===== config.mk =====
export PLATFORM = sky130hd
export DESIGN_NAME = axilite_regbank
export DESIGN_NICKNAME = d
export VERILOG_FILES = /design/src/rtl/axilite_regbank.sv
export SDC_FILE = /design/constraint.sdc
export NUM_CORES = 1
export LEC_CHECK = 0
export ABC_AREA = 1
export CAP_MARGIN = 10
export CORE_MARGIN = 5
export CORE_UTILIZATION = 49
export DETAILED_ROUTE_END_ITERATION = 7
export PLACE_DENSITY_LB_ADDON = 0.08
export SYNTH_ARGS = -nofsm -noshare
export SYNTH_HDL_FRONTEND = slang
export SYNTH_SLANG_ARGS = --single-unit

===== constraint.sdc =====
create_clock -name axi_aclk -period 6.04 [get_ports axi_aclk]
set_input_delay 1.51 -clock axi_aclk [delete_from_list [all_inputs] [get_ports axi_aclk]]
set_output_delay 1.51 -clock axi_aclk [all_outputs]
set_load 0.01 [all_outputs]

===== src/rtl/axilite_regbank.sv =====
// AXI-Lite backend register bank: CTRL/STATUS/IRQ/SCRATCH/ID with fixed-latency reads.
// Optional write lock register at 0x018 enabled by AXILITE_REGBANK_WLOCK_EN.
module axilite_regbank #(
    parameter int unsigned RD_LAT   = 2,
    parameter logic [31:0] ID_VALUE = 32'h4653_4943
) (
    input  logic        axi_aclk,
    input  logic        axi_areset,
    input  logic        bk_wstart,
    input  logic [11:0] bk_waddr,
    input  logic [31:0] bk_wdata,
    input  logic [3:0]  bk_wstrb,
    input  logic        bk_rstart,
    input  logic [11:0] bk_raddr,
    output logic [31:0] bk_rdata,
    output logic        bk_rdone,
    output logic [31:0] cfg_ctrl,
    input  logic [31:0] sts_in,
    input  logic [7:0]  irq_event,
    output logic        irq
);

    localparam logic [9:0] AddrCtrl    = 10'h000;
    localparam logic [9:0] AddrStatus  = 10'h001;
    localparam logic [9:0] AddrIrqStat = 10'h002;
    localparam logic [9:0] AddrIrqEn   = 10'h003;
    localparam logic [9:0] AddrScratch = 10'h004;
    localparam logic [9:0] AddrId      = 10'h005;
    localparam logic [9:0] AddrLock    = 10'h006;

    typedef enum logic [0:0] {StIdle, StBusy} state_e;

    state_e      state_q, state_d;
    logic [3:0]  cnt_q, cnt_d;
    logic [31:0] hold_q, hold_d;
    logic [31:0] ctrl_q, ctrl_d;
    logic [31:0] status_q;
    logic [7:0]  irq_stat_q, irq_stat_d;
    logic [7:0]  irq_en_q, irq_en_d;
    logic [31:0] scratch_q, scratch_d;
    logic        irq_q;
    logic [9:0]  wr_word, rd_word;
    logic [7:0]  irq_clr;
    logic [31:0] rd_val;
    logic        wr_unlocked;
    logic        unused_addr_bits;

    assign wr_word          = bk_waddr[11:2];
    assign rd_word          = bk_raddr[11:2];
    assign unused_addr_bits = ^{bk_waddr[1:0], bk_raddr[1:0]};

    function automatic logic [31:0] strb_merge(input logic [31:0] old_val,
                                               input logic [31:0] new_val,
                                               input logic [3:0]  strb);
        logic [31:0] res;
        for (int i = 0; i < 4; i++) begin
            res[8*i +: 8] = strb[i] ? new_val[8*i +: 8] : old_val[8*i +: 8];
        end
        return res;
    endfunction

`ifdef AXILITE_REGBANK_WLOCK_EN
    logic lock_q, lock_d;

    assign wr_unlocked = ~lock_q;
    // Sticky: a write can only set LOCK, reset is the only way out.
    assign lock_d = lock_q | (bk_wstart && wr_word == AddrLock && bk_wstrb[0] && bk_wdata[0]);

    always_ff @(posedge axi_aclk or posedge axi_areset) begin
        if (axi_areset) lock_q <= 1'b0;
        else            lock_q <= lock_d;
    end
`else
    assign wr_unlocked = 1'b1;
`endif

    always_comb begin
        ctrl_d    = ctrl_q;
        irq_en_d  = irq_en_q;
        scratch_d = scratch_q;
        irq_clr   = '0;
        if (bk_wstart) begin
            unique case (wr_word)
                AddrCtrl:    if (wr_unlocked) ctrl_d = strb_merge(ctrl_q, bk_wdata, bk_wstrb);
                AddrIrqStat: if (bk_wstrb[0]) irq_clr = bk_wdata[7:0];
                AddrIrqEn:   if (wr_unlocked && bk_wstrb[0]) irq_en_d = bk_wdata[7:0];
                AddrScratch: scratch_d = strb_merge(scratch_q, bk_wdata, bk_wstrb);
                default: ;
            endcase
        end
        // Set wins over a simultaneous W1C.
        irq_stat_d = (irq_stat_q & ~irq_clr) | irq_event;
    end

    always_comb begin
        rd_val = '0;
        unique case (rd_word)
            AddrCtrl:    rd_val = ctrl_q;
            AddrStatus:  rd_val = status_q;
            AddrIrqStat: rd_val = {24'b0, irq_stat_q};
            AddrIrqEn:   rd_val = {24'b0, irq_en_q};
            AddrScratch: rd_val = scratch_q;
            AddrId:      rd_val = ID_VALUE;
`ifdef AXILITE_REGBANK_WLOCK_EN
            AddrLock:    rd_val = {31'b0, lock_q};
`endif
            default:     rd_val = '0;
        endcase
    end

    always_ff @(posedge axi_aclk or posedge axi_areset) begin
        if (axi_areset) begin
            ctrl_q     <= '0;
            status_q   <= '0;
            irq_stat_q <= '0;
            irq_en_q   <= '0;
            scratch_q  <= '0;
            irq_q      <= 1'b0;
        end else begin
            ctrl_q     <= ctrl_d;
            status_q   <= sts_in;
            irq_stat_q <= irq_stat_d;
            irq_en_q   <= irq_en_d;
            scratch_q  <= scratch_d;
            irq_q      <= |(irq_stat_q & irq_en_q);
        end
    end

    // Read FSM: state register.
    always_ff @(posedge axi_aclk or posedge axi_areset) begin
        if (axi_areset) begin
            state_q <= StIdle;
            cnt_q   <= '0;
            hold_q  <= '0;
        end else begin
            state_q <= state_d;
            cnt_q   <= cnt_d;
            hold_q  <= hold_d;
        end
    end

    // Read FSM: next state. A start while busy is ignored.
    always_comb begin
        state_d = state_q;
        cnt_d   = cnt_q;
        hold_d  = hold_q;
        unique case (state_q)
            StIdle: begin
                if (bk_rstart) begin
                    state_d = StBusy;
                    cnt_d   = 4'(RD_LAT - 1);
                    hold_d  = rd_val;
                end
            end
            StBusy: begin
                if (cnt_q == 4'd0) state_d = StIdle;
                else               cnt_d   = cnt_q - 4'd1;
            end
            default: state_d = StIdle;
        endcase
    end

    // Read FSM: outputs.
    always_comb begin
        bk_rdone = (state_q == StBusy) && (cnt_q == 4'd0);
        bk_rdata = bk_rdone ? hold_q : '0;
    end

    assign cfg_ctrl = ctrl_q;
    assign irq      = irq_q;

endmodule


After elaboration in Yosys (flattened, before gate mapping)
Index checks and enable logic that the tools add are counted.
{"block": "op_classes", "eq_ne": 10, "reduce_logical": 16, "bitwise_logic": 5, "addsub": 1, "muxes": 11}
{"op": "$pmux W32 S6", "n": 1}
{"op": "$eq A10 B2 Y1 const B", "n": 4}
{"op": "$mux W32", "n": 1}
{"op": "$eq A10 B3 Y1 const B", "n": 3}
{"op": "$reduce_and A3 Y1", "n": 9}
{"op": "$mux W8", "n": 3}
{"op": "$logic_not A10 Y1", "n": 2}
{"op": "$and A8 B8 Y8", "n": 2}
{"op": "$eq A10 B1 Y1 const B", "n": 1}
{"op": "$mux W4", "n": 2}
{"op": "$not A8 Y8", "n": 1}
{"op": "$or A8 B8 Y8", "n": 1}
{"op": "$pmux W4 S2", "n": 1}
{"op": "$reduce_or A8 Y1", "n": 1}
{"op": "$logic_not A4 Y1", "n": 1}
{"op": "$ne A2 B2 Y1 const B", "n": 2}
{"op": "$reduce_and A2 Y1", "n": 2}
{"op": "$sub A4 B1 Y4 const B", "n": 1}
{"op": "$mux W1", "n": 2}
{"op": "$pmux W1 S2", "n": 1}
{"op": "$logic_and A1 B1 Y1", "n": 1}
{"op": "$not A1 Y1", "n": 1}
{"block": "totals", "ff_bits": 150, "out_inout_bits": 66, "word_cells": 58, "inputBits": 104}

Logic depth before layout (Yosys ltp)
Gate-level depths: netlist of the first run.
{"block": "logic_depth", "ltp_word": 6, "depth_mapped": 10, "ltp_nobuf": 9}

Least setup slack after synthesis of the first run
OpenSTA, ideal clock, no wires.
{"block": "synth_timing", "path_kind": "register to output", "start": "register cnt_q[0]", "end": "output port bk_rdata[10]", "t_arrival_ns": 1.402, "path_buffers": 1, "path_stages_with_launch": 8, "required_ns": 4.530, "setup_slack_ns": 3.128, "cell_sequence": "dfrtp_1 -> inv_1 -> ha_1 -> nand3_1 -> nor2_1 -> inv_1 -> clkbuf_1 -> nor2_1"}
{"block": "synth_between", "elab_chain_cells": 3}
{"item": "from (decl)", "line": "34", "text": "logic [3:0] cnt_q, cnt_d;"}
{"item": "from (signal assigned)", "line": "137", "text": "cnt_q <= cnt_d;"}
{"item": "$logic_not A4 Y1", "line": "165", "text": "bk_rdone = (state_q == StBusy) && (cnt_q == 4'd0);"}
{"item": "$logic_and A1 B1 Y1", "line": "165"}
{"item": "named net bk_rdone", "line": "16", "text": "output logic bk_rdone,"}
{"item": "$mux W32", "line": "166", "text": "bk_rdata = bk_rdone ? hold_q : '0;"}
{"item": "to (decl)", "line": "15", "text": "output logic [31:0] bk_rdata,"}
The timed path passes the listed nets, and every way through them passes these cells.

Worst setup path after layout of the first run
{"block": "layout_timing", "start": "register cnt_q[0]", "end": "output port bk_rdata[16]"}
{"block": "layout_between", "elab_chain_cells": 3}
{"item": "$logic_not A4 Y1", "line": "165"}
{"item": "$logic_and A1 B1 Y1", "line": "165"}
{"item": "$mux W32", "line": "166"}
Every way passes these cells.

==> impl_metrics.toml, run 1 <==
[floorplanning]
die_area_um2 = 16100
die_x_um = 127
start_util_pct = 50.3
num_rows = 42
ioPinCount = 170
die_y_um = 127
coreArea_um2 = 13300

[routing]
via_per_inst = 5.17
drc = 0
drt_wl_total_um = 19100
wl_per_cell_um = 16.7
drt-initial-drc-count = 533
via_count = 5932
drtPass1Iterations = 5
drtAntennaViolNets = 0

[synth]
synth_xor_area_share_pct = 0.262
synthMuxAreaShare_pct = 0
synth_cell_types = 30
synth.most_common_cell = "nand2_1"
syn_area_per_cell_um2 = 8.33
synth.net_count = 908
synth_ff_type = "dfrtp_1"
ys_top_cells_by_count = "197 x nand2_1, 150 x dfrtp_1, 110 x inv_1"
synthAdderAreaFrac_pct = 0.187
synth_edf_count = 0
postSynth.asyncResetShare_pct = 100
synth_top_family_by_area = "simple AND/OR/NAND/NOR gates"
yosys.area.top_type_share_pct = 56.1
ys_seq_elements = 150
yosys.area.top_type = "dfrtp_1"
yosys.area_share.simple_pct = 24.8
seq_area_frac_synth_pct = 56.1
synth.cell_area_um2 = 6690
yosys_warnings = 0
netlist_top_cells_area = "dfrtp_1 56%, nand2_1 11%, nand3_1 7.2%"
synth-compound-area-share_pct = 10.0
synthCells = 803

[worst_setup_path]
crit_required_ps = 4530
cp-start-kind = "flip-flop"
endpoint_kind = "output pin"
criticalPathCategory = "flip-flop to output pin"
cp_max_fo = 32
crit_arrival_ps = 2570
reg2reg_slack_ps = 3530

[clock_tree]
ctsRootBufferMaster = "clkbuf_16"
cts_hold_repair.buffers = 0
cts_tree = "built"
post_cts_resized = 0
cts.reportedPaths.clkPinSlew_ps = 60
cts.sink_count = 150
cts-htree-levels = 4
post-cts-setup-buffer-count = 0
cts.path.max_buffers = 2
worstSkewPairLatency_ps = 420
cts_buffers = 17

[power_and_ir_drop]
power-per-cell-area_nw_per_um2 = 272
leakage_nw = 4.15
irDropWorstVdd_uv = 196
p_seq_share_pct = 43.5
swShare_pct = 24.6
combPwrFrac_pct = 12.2
p_int_mw = 1.86
switching_power_uw = 605
clkPwrFrac_pct = 44.3

[timing]
worst_slack_ps = 1960
setup_viol = 0
finalHoldViolCount = 0
drv_slew = 0
period_share_pct = 67.5
worstMarginPinSlew_ps = 1170
slew_headroom_pct = 21.6
fin_skew_ps = 5.01
period_needed_ps = 4080
max_freq_mhz = 245
grt_setup_unrepaired = "false"
tns_ps = 0

[finish]
drive_above_1_share_pct = 5.05
n_antenna_cell = 0
fin_util_pct = 68.1
area_delta_synth_final_pct = 35.4
final_nets = 1063
nFillCells = 1101
fin_area_um2 = 9060

[grt]
grt_overflow = 0
track_usage_pct = 24.1
grt_max_degree = 115
grt_pass1_wl_um = 30300
grt_pass1_vias = 5852
grt_antenna_before_repair = 0

[place]
routabilityCongestion = 0.887
dp_hpwl_um = 13500
dpl_cell_area_um2 = 8440
pre_cts_ws_ps = 2030
port_buffers = 165

[status]
outcome = "finished clean"

[hold_path]
hp-class = "flip-flop to flip-flop"

[flow_run]
drv_cap = 0
kinds of logic (layout without fill, tap and decap cells):
kind of cell,count (synthesis),in the layout
fa+ha+maj,1,1
flops,150,150
xor+xnor,2,2
buf+inv,145,313
simple gates,386,386
compound gates,119,119
layout by cell type, fill, tap and decap left out, drive strengths merged:
| master | synthesis | layout |
|---|---|---|
| xnor2 | 1 | 1 |
| buf | 15 | 4 |
| a21oi | 3 | 3 |
| o21ai | 86 | 86 |
| nor2 | 76 | 76 |
| o22ai | 3 | 3 |
| o21a | 21 | 21 |
| a22o | 1 | 1 |
| clkinvlp | 0 | 2 |
| nand3b | 1 | 1 |
| clkbuf | 18 | 21 |
| o21bai | 3 | 3 |
| clkdlybuf4s50 | 0 | 165 |
| ha | 1 | 1 |
| bufinv | 0 | 3 |
| nor3 | 1 | 1 |
| nor3b | 2 | 2 |
| xor2 | 1 | 1 |
| nand2 | 199 | 199 |
| inv | 111 | 113 |
| clkinv | 1 | 5 |
| nand4 | 11 | 11 |
| dfrtp | 150 | 150 |
| a221oi | 2 | 2 |
| nand3 | 96 | 96 |
power groups by stage:
stage                     clock, mW  sequential (mW)  combinational (mW)
after floorplan                   0             1.09               0.169
after global placement            0             1.09               0.285
after detailed placement          0             1.09               0.299
after CTS                      1.11             1.07               0.301
after global routing           1.15             1.08               0.333
final                          1.09             1.07               0.299
stage by stage:
step / power (mW) / hold WS (ps) / instances
after floorplan: 1.25 / 449 / 803
final: 2.46 / 481 / 1147
after global placement: 1.37 / 462 / 1115
after CTS: 2.48 / 482 / 1147
after detailed placement: 1.39 / 467 / 1115
after global routing: 2.56 / 506 / 1147
cell type report:
type	count	area (µm²)	area share [%]
Tap cell	176	220	2.43
Timing Repair Buffer	169	1680	18.6
Clock inverter	11	146	1.62
Clock buffer	21	470	5.19
Sequential cell	150	3750	41.4
Multi-Input combinational cell	508	2360	26.1
Inverter	112	425	4.70
sequential cells by signal (all words and copies together) (netlist names):
name        count
cfg_ctrl       32
hold_q         32
scratch_q      32
status_q       32
irq_en_q        8
irq_stat_q      8
cnt_q           4
irq             1
state_q         1
critical path, stage by stage, from the launching register on:
cell,delay [ps]
dfrtp_1,400
inv_1,80
ha_1,190
nand3_1,110
nor2_1,140
inv_1,400
nor2_1,250
clkdlybuf4s50_1,580
final timing paths:
path / startpoint / to / cells after the start
worst min-delay path: hold_q[4] / hold_q[4] / 2
worst min register to register: hold_q[4] / hold_q[4] / 2
min in group asynchronous: axi_areset / hold_q[9] / 2
worst max-delay path: cnt_q[0] / bk_rdata[16] / 7
max in group asynchronous: axi_areset / irq_en_q[1] / 3
worst max register to register: state_q / hold_q[8] / 7
layer usage:
metal | share of wire [%] | track usage (%) | up-vias
li1 | - | - | 2859
met5 | 0 | 0 | -
met2 | 46 | 37.0 | 254
met4 | 1.5 | 7.76 | 0
met3 | 8.7 | 6.14 | 23
met1 | 44 | 33.7 | 2796
Note: power is estimated with default switching activity, not from simulation.
==> run 2: changes to the inputs <==
--- a/config.mk
+++ b/config.mk
@@ -8,7 +8,7 @@
 export ABC_AREA = 1
 export CAP_MARGIN = 10
 export CORE_MARGIN = 5
-export CORE_UTILIZATION = 49
+export CORE_UTILIZATION = 44
 export DETAILED_ROUTE_END_ITERATION = 7
 export PLACE_DENSITY_LB_ADDON = 0.08
 export SYNTH_ARGS = -nofsm -noshare
==> constraint.sdc (replaced) <==
create_clock -name axi_aclk -period 3.5 [get_ports axi_aclk]
set_input_delay 0.875 -clock axi_aclk [delete_from_list [all_inputs] [get_ports axi_aclk]]
set_output_delay 0.875 -clock axi_aclk [all_outputs]
set_load 0.01 [all_outputs]
==> run 2 against run 1 <==
Against the previous run:
- clock power rose by 53%
- critical path type unchanged
- clock skew up 3.2 ps
- worst setup slack got worse by 1800 ps
- count of clock-buffer cells in the layout decreased by 2
- final cell count increased by 2.2%
- sequential share of layout area shrank 0.31 points
==> impl_metrics.toml, run 2 (synthesis gave the netlist of run 1 again) <==
[status]
outcome = "finished clean"

[hold_path]
worstHoldStart = "hold_q[7]"
min_to = "hold_q[7]"
hold_path_depth = 2
hp-class = "flip-flop to flip-flop"

[clock_tree]
cts-htree-levels = 4
cts.path.max_buffers = 2
cts.sink_count = 150
cts_buffers = 17
cts_tree = "built"
worstSkewPairLatency_ps = 430
cts_hold_repair.buffers = 0
cts.reportedPaths.clkPinSlew_ps = 60
ctsRootBufferMaster = "clkbuf_16"

[finish]
fin_area_um2 = 9130
fin_util_pct = 60.7
drive_above_1_share_pct = 6.50
final_common_cell = "nand2_1"
final-instance-count-excl-fill = 1172
final_cell_mix = "197 x nand2_1, 165 x clkdlybuf4s50_1, 150 x dfrtp_1"
n_antenna_cell = 0
final_nets = 1076
area_delta_synth_final_pct = 36.4

[worst_setup_path]
crit_arrival_ps = 2470
cp-start-kind = "flip-flop"
r2r_start = "state_q"
regToRegEndpoint = "hold_q[20]"
endpoint_kind = "output pin"
crit_required_ps = 2620
cp_max_fo = 16
reg2reg_slack_ps = 1930
criticalPathCategory = "flip-flop to output pin"
r2r_cells = 7

[floorplanning]
die_y_um = 133
start_util_pct = 44.5
die_x_um = 133
die_area_um2 = 17800
ioPinCount = 170
num_rows = 45
coreArea_um2 = 15000

[routing]
wl_per_cell_um = 16.3
drtPass1Iterations = 6
drt_wl_total_um = 19100
drtAntennaViolNets = 0
drt-initial-drc-count = 412
via_per_inst = 5.06
via_count = 5928
drc = 0

[power_and_ir_drop]
clkPwrFrac_pct = 40.9
p_int_mw = 2.99
swShare_pct = 27.0
combPwrFrac_pct = 13.9
switching_power_mw = 1.10
p_seq_share_pct = 45.2
leakage_nw = 4.17
power-per-cell-area_nw_per_um2 = 448
irDropWorstVdd_uv = 331

[grt]
grt_pass1_wl_um = 30500
grt_max_degree = 80
grt_overflow = 0
grt_pass1_vias = 5551
track_usage_pct = 22.0
grt_antenna_before_repair = 0

[place]
placed_cells = 1136
dp_hpwl_um = 13400
pre_cts_ws_ps = 463
routabilityCongestion = 0.859
dpl_cell_area_um2 = 8550
port_buffers = 165

[timing]
hold_slack_ps = 480
fin_skew_ps = 8.22
max_freq_mhz = 299
slew_headroom_pct = 56.4
period_share_pct = 95.6
period_needed_ps = 3350
finalHoldViolCount = 0
drv_slew = 0
worst_slack_ps = 155
worstMarginPinSlew_ps = 651
setup_viol = 0

[flow_run]
drv_cap = 0
[run 2: cell count changes in the layout (fill, tap and decap cells not counted)]
cell and delta:
clkbuf_8 -2, clkinvlp_4 +4, bufinv_16 -3, inv_6 +1
nor2_2 +1, inv_1 -1, clkinv_4 +2, buf_4 +10
buf_12 +2, nor2_1 -1
[run 2: worst max path at each step]
stage               cells after the start            to       start  slack (ps)
floorplan                               1   cfg_ctrl[0]  axi_areset         740
global placement                        7   bk_rdata[1]    cnt_q[0]         510
detailed placement                      7  bk_rdata[11]    cnt_q[0]         460
CTS                                     7  bk_rdata[11]    cnt_q[0]           1
global route                            8   bk_rdata[6]    cnt_q[0]          -9
finish                                  8  bk_rdata[11]    cnt_q[0]         150
[run 2: cell type report]
| class | count | area [µm²] |
|---|---|---|
| clock buffer | 19 | 443 |
| tap | 188 | 235 |
| inverter | 112 | 428 |
| sequential | 150 | 3750 |
| timing repair inverter | 1 | 7.51 |
| timing repair buffer | 181 | 1800 |
| fill | 1366 | 5910 |
| clock inverter | 13 | 98.8 |
| multi-input combinational | 508 | 2360 |
[run 2: power groups by stage]
stage               Sequential [mW]  Clock [mW]  Combinational [mW]
finish                         1.85        1.67               0.567
global route                   1.86        1.78               0.636
CTS                            1.85        1.70               0.542
detailed placement             1.88           0               0.539
global placement               1.88           0               0.525
floorplan                      1.87           0               0.291
[run 2: critical path, stage by stage, from the launching register on]
cell,delay [ps]
dfrtp_1,390
inv_1,80
ha_1,170
nand3_1,120
nor2_2,270
clkinvlp_4,130
buf_4,210
nor2_1,130
clkdlybuf4s50_1,550
[run 2: timing repair]
item / 4_1_cts / 5_1_grt
gates resized for setup: 0 / 3
buffers inserted: 0 / 3
endpoints found under the setup margin: 0 / 32
[run 2: metal layers]
| layer | part of all wire, % | global-route usage [%] |
|---|---|---|
| met5 | 0 | 0 |
| met4 | 1.5 | 6.97 |
| met3 | 7.8 | 5.10 |
| met2 | 45 | 32.7 |
| met1 | 46 | 32.2 |
[run 2: through the flow]
step	power (mW)	TNS, ps
5_1_grt	4.27	-13.5
3_5_place_dp	2.42	0
3_3_place_gp	2.40	0
2_1_floorplan	2.16	0
6_report	4.09	0
4_1_cts	4.09	0
==> run 3: changes to the inputs <==
--- a/config.mk
+++ b/config.mk
@@ -5,7 +5,6 @@
 export SDC_FILE = /design/constraint.sdc
 export NUM_CORES = 1
 export LEC_CHECK = 0
-export ABC_AREA = 1
 export CAP_MARGIN = 10
 export CORE_MARGIN = 5
 export CORE_UTILIZATION = 44
==> run 3 against run 2 <==
Against the previous run:
- global-route usage decreased by 2.1 points
- final cell count decreased by 25%
- combinational power decreased by 17%
- via count decreased by 22%
- critical endpoint is now bk_rdata[28]
- largest power group is now the clock network
==> impl_metrics.toml, run 3 <==
[status]
outcome = "finished clean"

[grt]
grt_pass1_vias = 4899
grt_overflow = 0
track_usage_pct = 20.0
grt_max_degree = 80
grt_antenna_before_repair = 0
grt_pass1_wl_um = 25700

[timing]
period_needed_ps = 3200
worstMarginPinSlew_ps = 748
finalHoldViolCount = 0
setup_viol = 0
grt_setup_unrepaired = "false"
period_share_pct = 91.5
fin_skew_ps = 10.3
max_freq_mhz = 312
drv_slew = 0
slew_headroom_pct = 49.7
hold_slack_ps = 466
tns_ps = 0

[worst_setup_path]
r2r_start = "cnt_q[0]"
reg2reg_slack_ps = 1800
cp_slowest_stage_delay_ps = 540
cp-start-kind = "flip-flop"
crit_chain = "inv_1, ha_1, nand2b_1, nor3_2, buf_4, and2_1, clkdlybuf4s50_1"
cpLargestDelayFamily = "buffers and inverters"
path_buf_inv = 3
crit_path_start = "cnt_q[0]"
endpoint_kind = "output pin"
cp_max_fo = 25
crit_required_ps = 2620
criticalPathCategory = "flip-flop to output pin"
crit_arrival_ps = 2330
cp_slowest_cell = "clkdlybuf4s50_1"

[clock_tree]
worstSkewPairLatency_ps = 420
cts-htree-levels = 4
cts.sink_count = 150
cts_tree = "built"
post-cts-setup-buffer-count = 0
cts_buffers = 17
ctsRootBufferMaster = "clkbuf_16"
cts_hold_repair.buffers = 0
post_cts_resized = 0
cts.reportedPaths.clkPinSlew_ps = 50
cts.path.max_buffers = 2

[floorplanning]
die_area_um2 = 17000
ioPinCount = 170
start_util_pct = 44.5
die_x_um = 130
die_y_um = 130
coreArea_um2 = 14400
num_rows = 44

[synth]
netlist_top_cells_area = "dfrtp_1 59%, mux2_2 15%, and2_1 3.1%"
syn_area_per_cell_um2 = 12.6
synthCells = 509
synth_ff_type = "dfrtp_1"
yosys.area.top_type_share_pct = 58.8
yosys.area.top_type = "dfrtp_1"
synth_edf_count = 0
ys_seq_elements = 150
ys_top_cells_by_count = "150 x dfrtp_1, 86 x mux2_2, 32 x and2_1"
synth.most_common_cell = "dfrtp_1"
synth.cell_area_um2 = 6390
synth_cell_types = 40
synth.net_count = 614
postSynth.asyncResetShare_pct = 100
yosys_warnings = 0
seq_area_frac_synth_pct = 58.8

[place]
dp_hpwl_um = 12000
port_buffers = 165
routabilityCongestion = 0.779

[finish]
final_nets = 787
area_delta_synth_final_pct = 39.3
drive_above_1_share_pct = 20.2
n_antenna_cell = 0
final_cell_mix = "163 x clkdlybuf4s50_1, 150 x dfrtp_1, 86 x mux2_2"
final_common_cell = "clkdlybuf4s50_1"

[routing]
drt_wl_total_um = 16400
drtPass1Iterations = 4
via_count = 4616
drtAntennaViolNets = 0
drt-initial-drc-count = 299
via_per_inst = 5.27
wl_per_cell_um = 18.7
drc = 0

[hold_path]
worstHoldStart = "hold_q[2]"
hp-class = "flip-flop to flip-flop"

[power_and_ir_drop]
power.total_mw = 4.17
irDropWorstVdd_uv = 399
leakage_nw = 4.07
power-per-cell-area_nw_per_um2 = 469

[flow_run]
drv_cap = 0
## run 3: cell types whose count changed after synthesis, moves of 12 or more
cell     delta
mux2_2     +86
o22ai_1    +16
o21ai_0    -53
nand2_1   -171
a22oi_1    +12
nand3_1    -93
nor2_1     -42
mux2i_1    +19
inv_1      -97
o21a_1     -20
and2_1     +32
## run 3: final timing paths
path,cells after the start,endpoint
max,7,bk_rdata[28]
max in group asynchronous,3,cfg_ctrl[17]
min,1,hold_q[2]
min reg2reg,1,hold_q[2]
max reg2reg,6,cnt_q[0]
min in group asynchronous,2,cfg_ctrl[0]
## run 3: power breakdown
group          switching [mW]  internal (mW)  leakage [nW]
combinational           0.253          0.216          1.81
sequential             0.0347           1.79          1.97
clock                   0.668           1.21         0.290
total                   0.955           3.22          4.07
## run 3: cells by family after synthesis
family	count (synthesis)	share of synthesized area [%]
xor+xnor	1	0.137
mux	110	19.0
simple gates	120	10.7
compound gates	89	8.70
flops	150	58.8
fa+ha+maj	1	0.196
buf+inv	38	2.49
## run 3: layout make-up
| cell class | count | area, µm² |
|---|---|---|
| clock buffers | 20 | 457 |
| inverters | 13 | 52.6 |
| well taps | 184 | 230 |
| multi-input cells | 321 | 2480 |
| repair buffers | 179 | 1770 |
| clock inverters | 9 | 153 |
| fillers | 1144 | 5470 |
| flip-flops and latches | 150 | 3750 |
## run 3: layer usage
layer / wire, µm / track usage, %
met5: 0 / 0
met4: 239 / 6.17
met3: 1080 / 6.10
met2: 7630 / 30.6
met1: 7430 / 27.5
## run 3: through the flow
stage	cells	setup slack (ps)	utilization [%]	area, µm²
final	876	298	61.9	8900
after detailed placement	847	235	57.7	8290
after floorplan	509	736	-	6390
after global placement	847	290	57.7	8290
after CTS	876	265	61.9	8900
after global routing	876	133	61.9	8900
